$ cat src/rtl/muldiv_pkg.sv
// Shared definitions for the RV32M multiply/divide sequencer.
// This package holds the funct7/func3 decode constants and the FSM state encoding.
package muldiv_pkg;

    localparam int MD_XLEN = 32;

    localparam logic [6:0] FUNC7_MULDIV = 7'b0000001;

    localparam logic [2:0] MD_MUL    = 3'b000;
    localparam logic [2:0] MD_MULH   = 3'b001;
    localparam logic [2:0] MD_MULHSU = 3'b010;
    localparam logic [2:0] MD_MULHU  = 3'b011;
    localparam logic [2:0] MD_DIV    = 3'b100;
    localparam logic [2:0] MD_DIVU   = 3'b101;
    localparam logic [2:0] MD_REM    = 3'b110;
    localparam logic [2:0] MD_REMU   = 3'b111;

    typedef enum logic [2:0] {
        ST_IDLE = 3'd0,
        ST_MUL  = 3'd1,
        ST_DIV  = 3'd2,
        ST_FIX  = 3'd3,
        ST_DONE = 3'd4
    } md_state_t;

endpackage

$ cat src/rtl/div_radix2_step.sv
// One restoring-division iteration. The block shifts {rem,quot} left by one and trial-subtracts the divisor.
// It operates on magnitudes only.
module div_radix2_step #(
    parameter int XLEN = 32
) (
    input  logic [XLEN-1:0] rem,
    input  logic [XLEN-1:0] quot,
    input  logic [XLEN-1:0] divisor,
    output logic [XLEN-1:0] rem_next,
    output logic [XLEN-1:0] quot_next
);

    logic [XLEN:0] shifted_s;
    logic [XLEN:0] trial_s;

    // Trial subtract; the extra MSB is the borrow that signals a negative remainder
    always_comb begin
        shifted_s = {rem, quot[XLEN-1]};
        trial_s   = shifted_s - {1'b0, divisor};
        if (!trial_s[XLEN]) begin
            rem_next  = trial_s[XLEN-1:0];
            quot_next = {quot[XLEN-2:0], 1'b1};
        end else begin
            rem_next  = shifted_s[XLEN-1:0];
            quot_next = {quot[XLEN-2:0], 1'b0};
        end
    end

endmodule

$ cat src/rtl/muldiv_sequencer.sv
// Multi-cycle RV32M execute unit. It performs a single-cycle registered multiply or a radix-2 restoring divide.
// It stalls the front of the pipeline until the result is ready.
module muldiv_sequencer
    import muldiv_pkg::*;
#(
    parameter int XLEN = MD_XLEN
) (
    input  logic            clk,
    input  logic            rst_n,
    input  logic            start_i,
    input  logic [2:0]      func3_i,
    input  logic [XLEN-1:0] rs1_i,
    input  logic [XLEN-1:0] rs2_i,
    input  logic            flush_i,
    output logic            stall_o,
    output logic            busy_o,
    output logic            valid_o,
    output logic [XLEN-1:0] result_o
);

    localparam int CW = $clog2(XLEN);
    localparam logic [CW-1:0] CNT_LAST = CW'(XLEN - 1);

    md_state_t       state_r, state_s;
    logic [2:0]      func3_r;
    logic [XLEN-1:0] op_a_r, op_b_r, rem_r, quot_r, result_r;
    logic            a_neg_r, b_neg_r;
    logic [CW-1:0]   cnt_r;

    logic            accept_s, is_mul_s, a_sig_s, b_sig_s, a_neg_s, b_neg_s;
    logic            div_zero_s, div_ovf_s;
    logic [XLEN-1:0] fast_res_s, mul_res_s, fix_res_s, rem_nxt_s, quot_nxt_s;
    logic [2*XLEN-1:0] prod_s;

    function automatic logic [XLEN-1:0] cond_neg(input logic [XLEN-1:0] v, input logic neg);
        return neg ? ({XLEN{1'b0}} - v) : v;
    endfunction

    // Decode of an incoming op: signedness per operand, fast-path detection and fast-path result
    always_comb begin
        accept_s   = (state_r == ST_IDLE) && start_i && !flush_i;
        is_mul_s   = ~func3_i[2];
        a_sig_s    = func3_i[2] ? ~func3_i[0] : (func3_i[1:0] != 2'b11);
        b_sig_s    = func3_i[2] ? ~func3_i[0] : ~func3_i[1];
        a_neg_s    = a_sig_s & rs1_i[XLEN-1];
        b_neg_s    = b_sig_s & rs2_i[XLEN-1];
        div_zero_s = (rs2_i == {XLEN{1'b0}});
        div_ovf_s  = ~func3_i[0] && (rs1_i == {1'b1, {(XLEN-1){1'b0}}}) && (rs2_i == {XLEN{1'b1}});
        if (div_zero_s) begin
            fast_res_s = func3_i[1] ? rs1_i : {XLEN{1'b1}};
        end else begin
            fast_res_s = func3_i[1] ? {XLEN{1'b0}} : {1'b1, {(XLEN-1){1'b0}}};
        end
    end

    // The sign flags equal the 33rd-bit extension, so a 2*XLEN wrap-around multiply yields the exact 33x33 product bits
    always_comb begin
        prod_s    = {{XLEN{a_neg_r}}, op_a_r} * {{XLEN{b_neg_r}}, op_b_r};
        mul_res_s = (func3_r == MD_MUL) ? prod_s[XLEN-1:0] : prod_s[2*XLEN-1:XLEN];
        fix_res_s = func3_r[1] ? cond_neg(rem_r, a_neg_r) : cond_neg(quot_r, a_neg_r ^ b_neg_r);
    end

    div_radix2_step #(.XLEN(XLEN)) u_step (
        .rem       (rem_r),
        .quot      (quot_r),
        .divisor   (op_b_r),
        .rem_next  (rem_nxt_s),
        .quot_next (quot_nxt_s)
    );

    // Next-state logic; flush overrides every transition
    always_comb begin
        state_s = state_r;
        case (state_r)
            ST_IDLE: begin
                if (!accept_s) begin
                    state_s = ST_IDLE;
                end else if (is_mul_s) begin
                    state_s = ST_MUL;
                end else if (div_zero_s || div_ovf_s) begin
                    state_s = ST_DONE;
                end else begin
                    state_s = ST_DIV;
                end
            end
            ST_MUL:  state_s = ST_DONE;
            ST_DIV:  state_s = (cnt_r == CNT_LAST) ? ST_FIX : ST_DIV;
            ST_FIX:  state_s = ST_DONE;
            ST_DONE: state_s = ST_IDLE;
            default: state_s = ST_IDLE;
        endcase
        if (flush_i) begin
            state_s = ST_IDLE;
        end else begin
            state_s = state_s;
        end
    end

    // State register
    always_ff @(posedge clk or negedge rst_n) begin
        if (!rst_n) begin
            state_r <= ST_IDLE;
        end else begin
            state_r <= state_s;
        end
    end

    // Operand latch, divide iteration and result register; a flushed op leaves the result untouched
    always_ff @(posedge clk or negedge rst_n) begin
        if (!rst_n) begin
            func3_r  <= 3'b000;
            op_a_r   <= {XLEN{1'b0}};
            op_b_r   <= {XLEN{1'b0}};
            rem_r    <= {XLEN{1'b0}};
            quot_r   <= {XLEN{1'b0}};
            a_neg_r  <= 1'b0;
            b_neg_r  <= 1'b0;
            cnt_r    <= {CW{1'b0}};
            result_r <= {XLEN{1'b0}};
        end else if (accept_s) begin
            func3_r <= func3_i;
            a_neg_r <= a_neg_s;
            b_neg_r <= b_neg_s;
            cnt_r   <= {CW{1'b0}};
            rem_r   <= {XLEN{1'b0}};
            op_a_r  <= rs1_i;
            op_b_r  <= is_mul_s ? rs2_i : cond_neg(rs2_i, b_neg_s);
            quot_r  <= cond_neg(rs1_i, a_neg_s);
            if (!is_mul_s && (div_zero_s || div_ovf_s)) begin
                result_r <= fast_res_s;
            end
        end else if (!flush_i) begin
            case (state_r)
                ST_MUL: result_r <= mul_res_s;
                ST_DIV: begin
                    rem_r  <= rem_nxt_s;
                    quot_r <= quot_nxt_s;
                    cnt_r  <= cnt_r + CW'(1);
                end
                ST_FIX:  result_r <= fix_res_s;
                default: result_r <= result_r;
            endcase
        end
    end

    assign stall_o  = (state_r == ST_MUL) || (state_r == ST_DIV) || (state_r == ST_FIX) || accept_s;
    assign busy_o   = (state_r != ST_IDLE);
    assign valid_o  = (state_r == ST_DONE);
    assign result_o = result_r;

endmodule
$ cat config.mk
export PLATFORM = sky130hd
export DESIGN_NAME = muldiv_sequencer
export DESIGN_NICKNAME = d
export VERILOG_FILES = /design/src/rtl/muldiv_pkg.sv /design/src/rtl/div_radix2_step.sv /design/src/rtl/muldiv_sequencer.sv
export SDC_FILE = /design/constraint.sdc
export NUM_CORES = 2
export LEC_CHECK = 0
export ABC_CLOCK_PERIOD_IN_PS = 9000
export CORE_ASPECT_RATIO = 1.5
export CORE_MARGIN = 2
export CORE_UTILIZATION = 60
export DETAILED_ROUTE_END_ITERATION = 7
export PLACE_DENSITY_LB_ADDON = 0.08
export SLEW_MARGIN = 30
export SYNTH_ARGS = -nofsm -noshare
export SYNTH_HDL_FRONTEND = slang
export SYNTH_HIERARCHICAL = 1
export SYNTH_SLANG_ARGS = --single-unit
$ cat constraint.sdc
create_clock -name clk -period 9 [get_ports clk]
set_clock_uncertainty 0.1 [all_clocks]
set_input_delay 2.25 -clock clk [delete_from_list [all_inputs] [get_ports clk]]
set_output_delay 2.25 -clock clk [all_outputs]
set_load 0.01 [all_outputs]
==> Yosys cells after proc, flatten, opt, wreduce, memory -nomap -nowiden <==
Index checks and enable logic that the tools add are counted.
{ "totals": {"output_inout_bits": 35, "register_bits": 173, "wordCells": 84, "input_bits": 71} }
{ "op_classes": {"mux": 33, "n_bitwise": 5, "n_eq_ne": 10, "multipliers": 1, "reduce_logical": 19, "n_addsub": 6} }
{ "ops": {"columns": ["cell", "count"], "rows": [
  ["$mux W32", 20],
  ["$sub A1 B32 Y32 const A", 4],
  ["$eq A32 B32 Y1 const B", 2],
  ["$mul A33 B33 Y64", 1],
  ["$pmux W32 S2", 1],
  ["$sub A33 B32 Y33", 1],
  ["$logic_not A32 Y1", 1],
  ["$mux W5", 3],
  ["$mux W3", 4],
  ["$pmux W3 S3", 1],
  ["$eq A3 B2 Y1 const B", 2],
  ["$logic_not A3 Y1", 2],
  ["$reduce_bool A3 Y1", 2],
  ["$add A5 B1 Y5 const B", 1],
  ["$eq A5 B5 Y1 const B", 1],
  ["$logic_and A1 B1 Y1", 5],
  ["$logic_or A1 B1 Y1", 4],
  ["$mux W1", 4],
  ["$ne A2 B1 Y1 const B", 2],
  ["$eq A3 B1 Y1 const B", 1],
  ["$eq A3 B3 Y1 const B", 1],
  ["$reduce_and A3 Y1", 1],
  ["$and A1 B1 Y1", 2],
  ["$ne A2 B2 Y1 const B", 1],
  ["other kinds (6)", 7]
]} }

==> Depth between registers and ports, before layout <==
{ "depth": {"ltp_word": 9, "ltp_mapped": 31, "mapped_depth_nobuf": 28} }

==> Modules after synthesis <==
Netlist, hierarchy kept.
{ "by_module_without_submodules": {"columns": ["module", "seq_area_each_um2", "cells_each", "instances", "area_each_um2"], "rows": [
  ["muldiv_sequencer", 4329.2, 5575, 1, 49137.1],
  ["div_radix2_step", 0.0, 339, 1, 2534.9]
]} }

==> Worst setup path after synthesis <==
Ideal clock, no wire load.
{ "synth_timing": {"path_type": "register to register", "from": "reg a_neg_r", "to": "reg result_r[29] (netlist: result_o[29])", "period_less_slack_ns": 8.536, "path_buffers": 4, "t_arrival_ns": 8.310, "setup_time_ns": 0.126, "required_time_ns": 8.774, "slack_ns": 0.464, "stages_incl_launch_ff": 28, "path_cell_list": "dfrtp_1 -> buf_1 -> clkbuf_1 -> clkbuf_1 -> nand2_1 -> inv_1 -> fa_1 -> fa_1 -> fa_1 -> fa_1 -> inv_1 -> fa_1 -> inv_1 -> fa_1 -> fa_1 -> inv_1 -> fa_1 -> inv_1 -> ha_1 -> clkbuf_1 -> and4_1 -> nand3_1 -> a2111oi_1 -> o21ai_1 -> o21a_1 -> mux2i_1 -> a211oi_1 -> o21ai_1"} }
{ "synth_via": {"elab_chain_len": 6, "elab_cells_between_ends": 9, "cone_classes": "mul (1); mux (7); bitwise (1)"} }
{ "synth_lines": {"columns": ["element", "line_no", "rtl"], "rows": [
  ["from (decl)", "muldiv_sequencer.sv:27", "logic a_neg_r, b_neg_r;"],
  ["from (signal assigned)", "muldiv_sequencer.sv:122", "a_neg_r <= a_neg_s;"],
  ["branches (longest 3 deep; another with $mul A33 B33 Y64)", null, null],
  ["$pmux W32 S2 (*)", "muldiv_sequencer.sv:133", "case (state_r)"],
  ["$mux W32 (*)", "muldiv_sequencer.sv:132", "end else if (!flush_i) begin"],
  ["$mux W32 (*)", "muldiv_sequencer.sv:120", "end else if (accept_s) begin"],
  ["to (signal assigned)", "muldiv_sequencer.sv:119", "result_r <= {XLEN{1'b0}};"],
  ["to (signal assigned)", "muldiv_sequencer.sv:130", "result_r <= fast_res_s;"],
  ["to (signal assigned)", "muldiv_sequencer.sv:134", "ST_MUL: result_r <= mul_res_s;"],
  ["to (decl)", "muldiv_sequencer.sv:26", "logic [XLEN-1:0] op_a_r, op_b_r, rem_r, quot_r, result_r;"]
]} }
Mark *: on every way between the ends. The select of a mux whose other input is x is not followed.
A chain may end at the register's enable or synchronous reset.

==> Worst setup path in the final report <==
{ "layout_timing": {"from": "reg op_b_r[1]", "to": "reg result_r[11] (netlist: result_o[11])"} }
{ "layout_via": {"elab_chain_len": 5} }
{ "layout_lines": {"columns": ["element", "line_no", "rtl"], "rows": [
  ["from (decl)", "muldiv_sequencer.sv:26", null],
  ["from (signal assigned)", "muldiv_sequencer.sv:113", "op_b_r <= {XLEN{1'b0}};"],
  ["from (signal assigned)", "muldiv_sequencer.sv:127", "op_b_r <= is_mul_s ? rs2_i : cond_neg(rs2_i, b_neg_s);"],
  ["$mul A33 B33 Y64", "muldiv_sequencer.sv:58", "prod_s = {{XLEN{a_neg_r}}, op_a_r} * {{XLEN{b_neg_r}}, op_b_r};"],
  ["$mux W32", "muldiv_sequencer.sv:59", "mul_res_s = (func3_r == MD_MUL) ? prod_s[XLEN-1:0] : prod_s[2*XLEN-1:XLEN];"],
  ["$pmux W32 S2", "muldiv_sequencer.sv:133", null],
  ["$mux W32", "muldiv_sequencer.sv:132", null],
  ["$mux W32", "muldiv_sequencer.sv:120", null]
]} }
Every way passes these cells. The select of a mux whose other input is x is not followed.

==> flow_summary.toml <==
[synth]
ys.flop_type = "dfrtp_1"
synth_edf_count = 0
synth_area_mm2 = 0.05167
synthesis.area_per_instance_um2 = 8.737
syn_nets = 7362
syn_inst = 5914
synthArstFlopShare_pct = 100.0
yosys_warnings = 6
synth.distinct_cells = 87
synth-seq-cells = 173
yosysSeqAreaShare_pct = 8.378

[setup_path]
critPathMaxStageDelay_ns = 0.55
cp_max_fo = 17
arrival_ns = 8.91
worstPathRequired_ns = 9.28
cp-start-kind = "register"
cp_slowest_cell = "dfrtp_2"
path_class = "reg -> reg"
end_kind = "register"
path_common_cell = "fa_1"

[outcome]
status = "completed"

[grt]
grt_pass1_vias = 43910
grt.overflow.total = 0
grt_pass1_wl_um = 256400
grtUsageTotal_pct = 38.56
antenna_found_initial = 2
grt_max_degree = 206

[sta]
post-route-period-util_pct = 95.84
finalSetupTns_ns = 0
fin_crit_ns = 8.626
finalWorstSetupSlack_ns = 0.3742
slew_headroom_pct = 33.77
setup_violations = 0
fmax_mhz = 115.9
slew_violations = 0
hold_violations = 0
rsz0062_at_grt = "no"
tightest_slew_ns = 0.9920

[drt]
route.detailed.drc = 0
first_iter_violations = 2475
via_per_inst = 5.779
first_pass_iters = 6
routedWlPerCell_um = 23.11
ant_nets = 0
wl_um = 162200
dr_total_vias = 40560

[floorplanning]
die_h_um = 363.4
initial_core_util_pct = 60.63
core_mm2 = 0.08523
num_rows = 131
chipWidth_um = 243.6
dieArea_mm2 = 0.08853
io_pins = 106

[placed_design]
placed_cells = 6983
gp_congestion = 1.029
io_buffers = 105
pre_cts_slack_ns = 0.1705
hpwl_um = 135500

[clocking]
clockBufferDepth = 2
cts_root_buffer = "clkbuf_16"
cts_sinks = 173
cts_hold_buf = 0
htreeDepth = 4
clock_latency_ns = 0.52
post_cts_buffers = 0
path_clk_slew_ns = 0.09
cts_tree = "yes"
cts_buffers = 17

[finish]
num-fill-cells = 7421
final_cells = 7018
num-nets-final = 7320
area_growth_syn_to_layout_pct = 6.366
layout-drive-gt1-share_pct = 5.081

[worst_hold_path]
min_path_type = "reg -> reg"

[job]
cap_violations = 0
registers in the layout, summed over array words and instances (netlist names):
register / flops
a_neg_r: 1
func3_r: 3
cnt_r: 5
op_a_r: 32
rem_r: 32
b_neg_r: 1
quot_r: 32
state_r: 3
result_o: 32
op_b_r: 32
critical path, delay by kind of cell (launching register included):
kind / cells / cell delay, ns
adder cells (fa/ha/maj): 9 / 4.39
AO/OA/AOI/OAI: 7 / 1.72
buffers and inverters: 8 / 0.84
AND/OR/NAND/NOR: 3 / 0.67
flip-flops: 1 / 0.55
XOR/XNOR: 1 / 0.21
cells by family after synthesis:
logic type      synth area share [%]
simple gates                   17.85
buf+inv                        11.30
fa+ha+maj                      49.70
compound gates                 8.122
xor+xnor                       3.676
flops                          8.378
mux                           0.9734
metrics by stage:
stage | instance area, µm² | util [%] | hold WS (ns)
2_1_floorplan | 51670 | - | 0.3563
3_3_place_gp | 54250 | 63.65 | 0.3680
3_5_place_dp | 54260 | 63.67 | 0.3882
4_1_cts | 54900 | 64.41 | 0.4079
5_1_grt | 54950 | 64.48 | 0.4485
6_report | 54960 | 64.48 | 0.4059
metal layers:
metal / track usage [%] / routed length [µm] / vias to the layer above
met5: 0 / 13 / -
met4: 19.85 / 10040 / 2
met3: 5.130 / 10070 / 389
met2: 66.43 / 81210 / 1510
met1: 47.57 / 60830 / 20910
li1: - / - / 17750
timing repair:
action | in CTS | in global routing
endpoints found under the hold margin | 0 | 0
resized for setup | 0 | 19
endpoints found under the setup margin | 0 | 11
Yosys cell counts, types with 4 or more instances:
library cell	n	area share [%]
nor2_1	163	1.2
xor2_1	97	1.6
o41ai_1	14	0.24
o221ai_1	6	0.10
or4_1	16	0.23
nand3b_1	5	0.073
mux2_4	26	0.76
nand4_1	32	0.39
a21o_1	51	0.74
o211ai_1	29	0.42
o21bai_1	13	0.19
or3_1	23	0.28
buf_1	8	0.058
o31ai_1	33	0.48
mux2i_1	9	0.17
clkbuf_1	307	2.2
nor3_1	56	0.54
o311ai_1	5	0.085
a211oi_1	16	0.23
inv_1	1159	8.4
buf_2	4	0.039
nor2b_1	61	0.74
nor4_1	17	0.21
ha_1	251	6.1
xnor2_1	118	2.0
a31oi_1	18	0.22
nand3_1	38	0.37
o21a_1	15	0.22
a21oi_1	216	2.1
nand2_1	893	6.5
and3_1	13	0.16
o21ai_0	179	1.7
and2_1	540	6.5
dfrtp_1	173	8.4
o21ai_1	54	0.52
nand2b_1	21	0.25
buf_4	31	0.45
buf_6	4	0.087
a31o_2	4	0.068
fa_1	1126	44
worst paths after layout:
| path | start | end | slack, ns | cells after the start |
|---|---|---|---|---|
| worst max-delay path | op_b_r[1] | result_o[11] | 0.37 | 28 |
| worst min-delay path | cnt_r[4] | cnt_r[4] | 0.41 | 2 |
| worst max register to register | op_b_r[1] | result_o[11] | 0.37 | 28 |
| min in group asynchronous | rst_n | op_b_r[28] | 1.58 | 1 |
| worst min register to register | cnt_r[4] | cnt_r[4] | 0.41 | 2 |
| max in group asynchronous | rst_n | rem_r[23] | 5.97 | 2 |
cell type report:
class | instances | area, µm² | area share (%)
Sequential cell | 173 | 4352 | 7.918
Inverter | 1161 | 4358 | 7.929
Timing Repair Buffer | 293 | 2619 | 4.765
Tap cell | 1130 | 1414 | 2.572
Antenna cell | 3 | 7.507 | 0.01366
Multi-Input combinational cell | 4226 | 41570 | 75.64
Clock inverter | 15 | 212.7 | 0.3870
Clock buffer | 17 | 425.4 | 0.7740
cell usage in the layout (no fill, tap or decap), types with 6 or more instances in the layout:
master / Yosys / final
xor2_1: 97 / 96
clkbuf_16: 0 / 17
o221ai_1: 6 / 6
nand2b_1: 21 / 21
clkinv_8: 0 / 6
a211oi_1: 16 / 16
dfrtp_1: 173 / 157
clkdlybuf4s50_1: 0 / 104
buf_4: 31 / 174
or3_1: 23 / 23
fa_1: 1126 / 1125
o31ai_1: 33 / 33
mux2_4: 26 / 26
mux2i_1: 9 / 9
xnor2_1: 118 / 118
nand4_1: 32 / 32
buf_12: 0 / 11
dfrtp_2: 0 / 15
o21ai_1: 54 / 54
o21a_1: 15 / 15
o41ai_1: 14 / 13
and3_1: 13 / 12
o21ai_0: 179 / 179
nor2b_1: 61 / 61
nor2_1: 163 / 163
ha_1: 251 / 251
and2_1: 540 / 540
a21o_1: 51 / 51
inv_1: 1159 / 1159
a31oi_1: 18 / 17
o21bai_1: 13 / 12
nand2_1: 893 / 893
nor3_1: 56 / 55
o211ai_1: 29 / 29
nor4_1: 17 / 16
a21oi_1: 216 / 216
nand3_1: 38 / 37
or4_1: 16 / 16
Power is not shown: default switching activity piles up to over one toggle a cycle in this logic, so the estimate is an artifact.
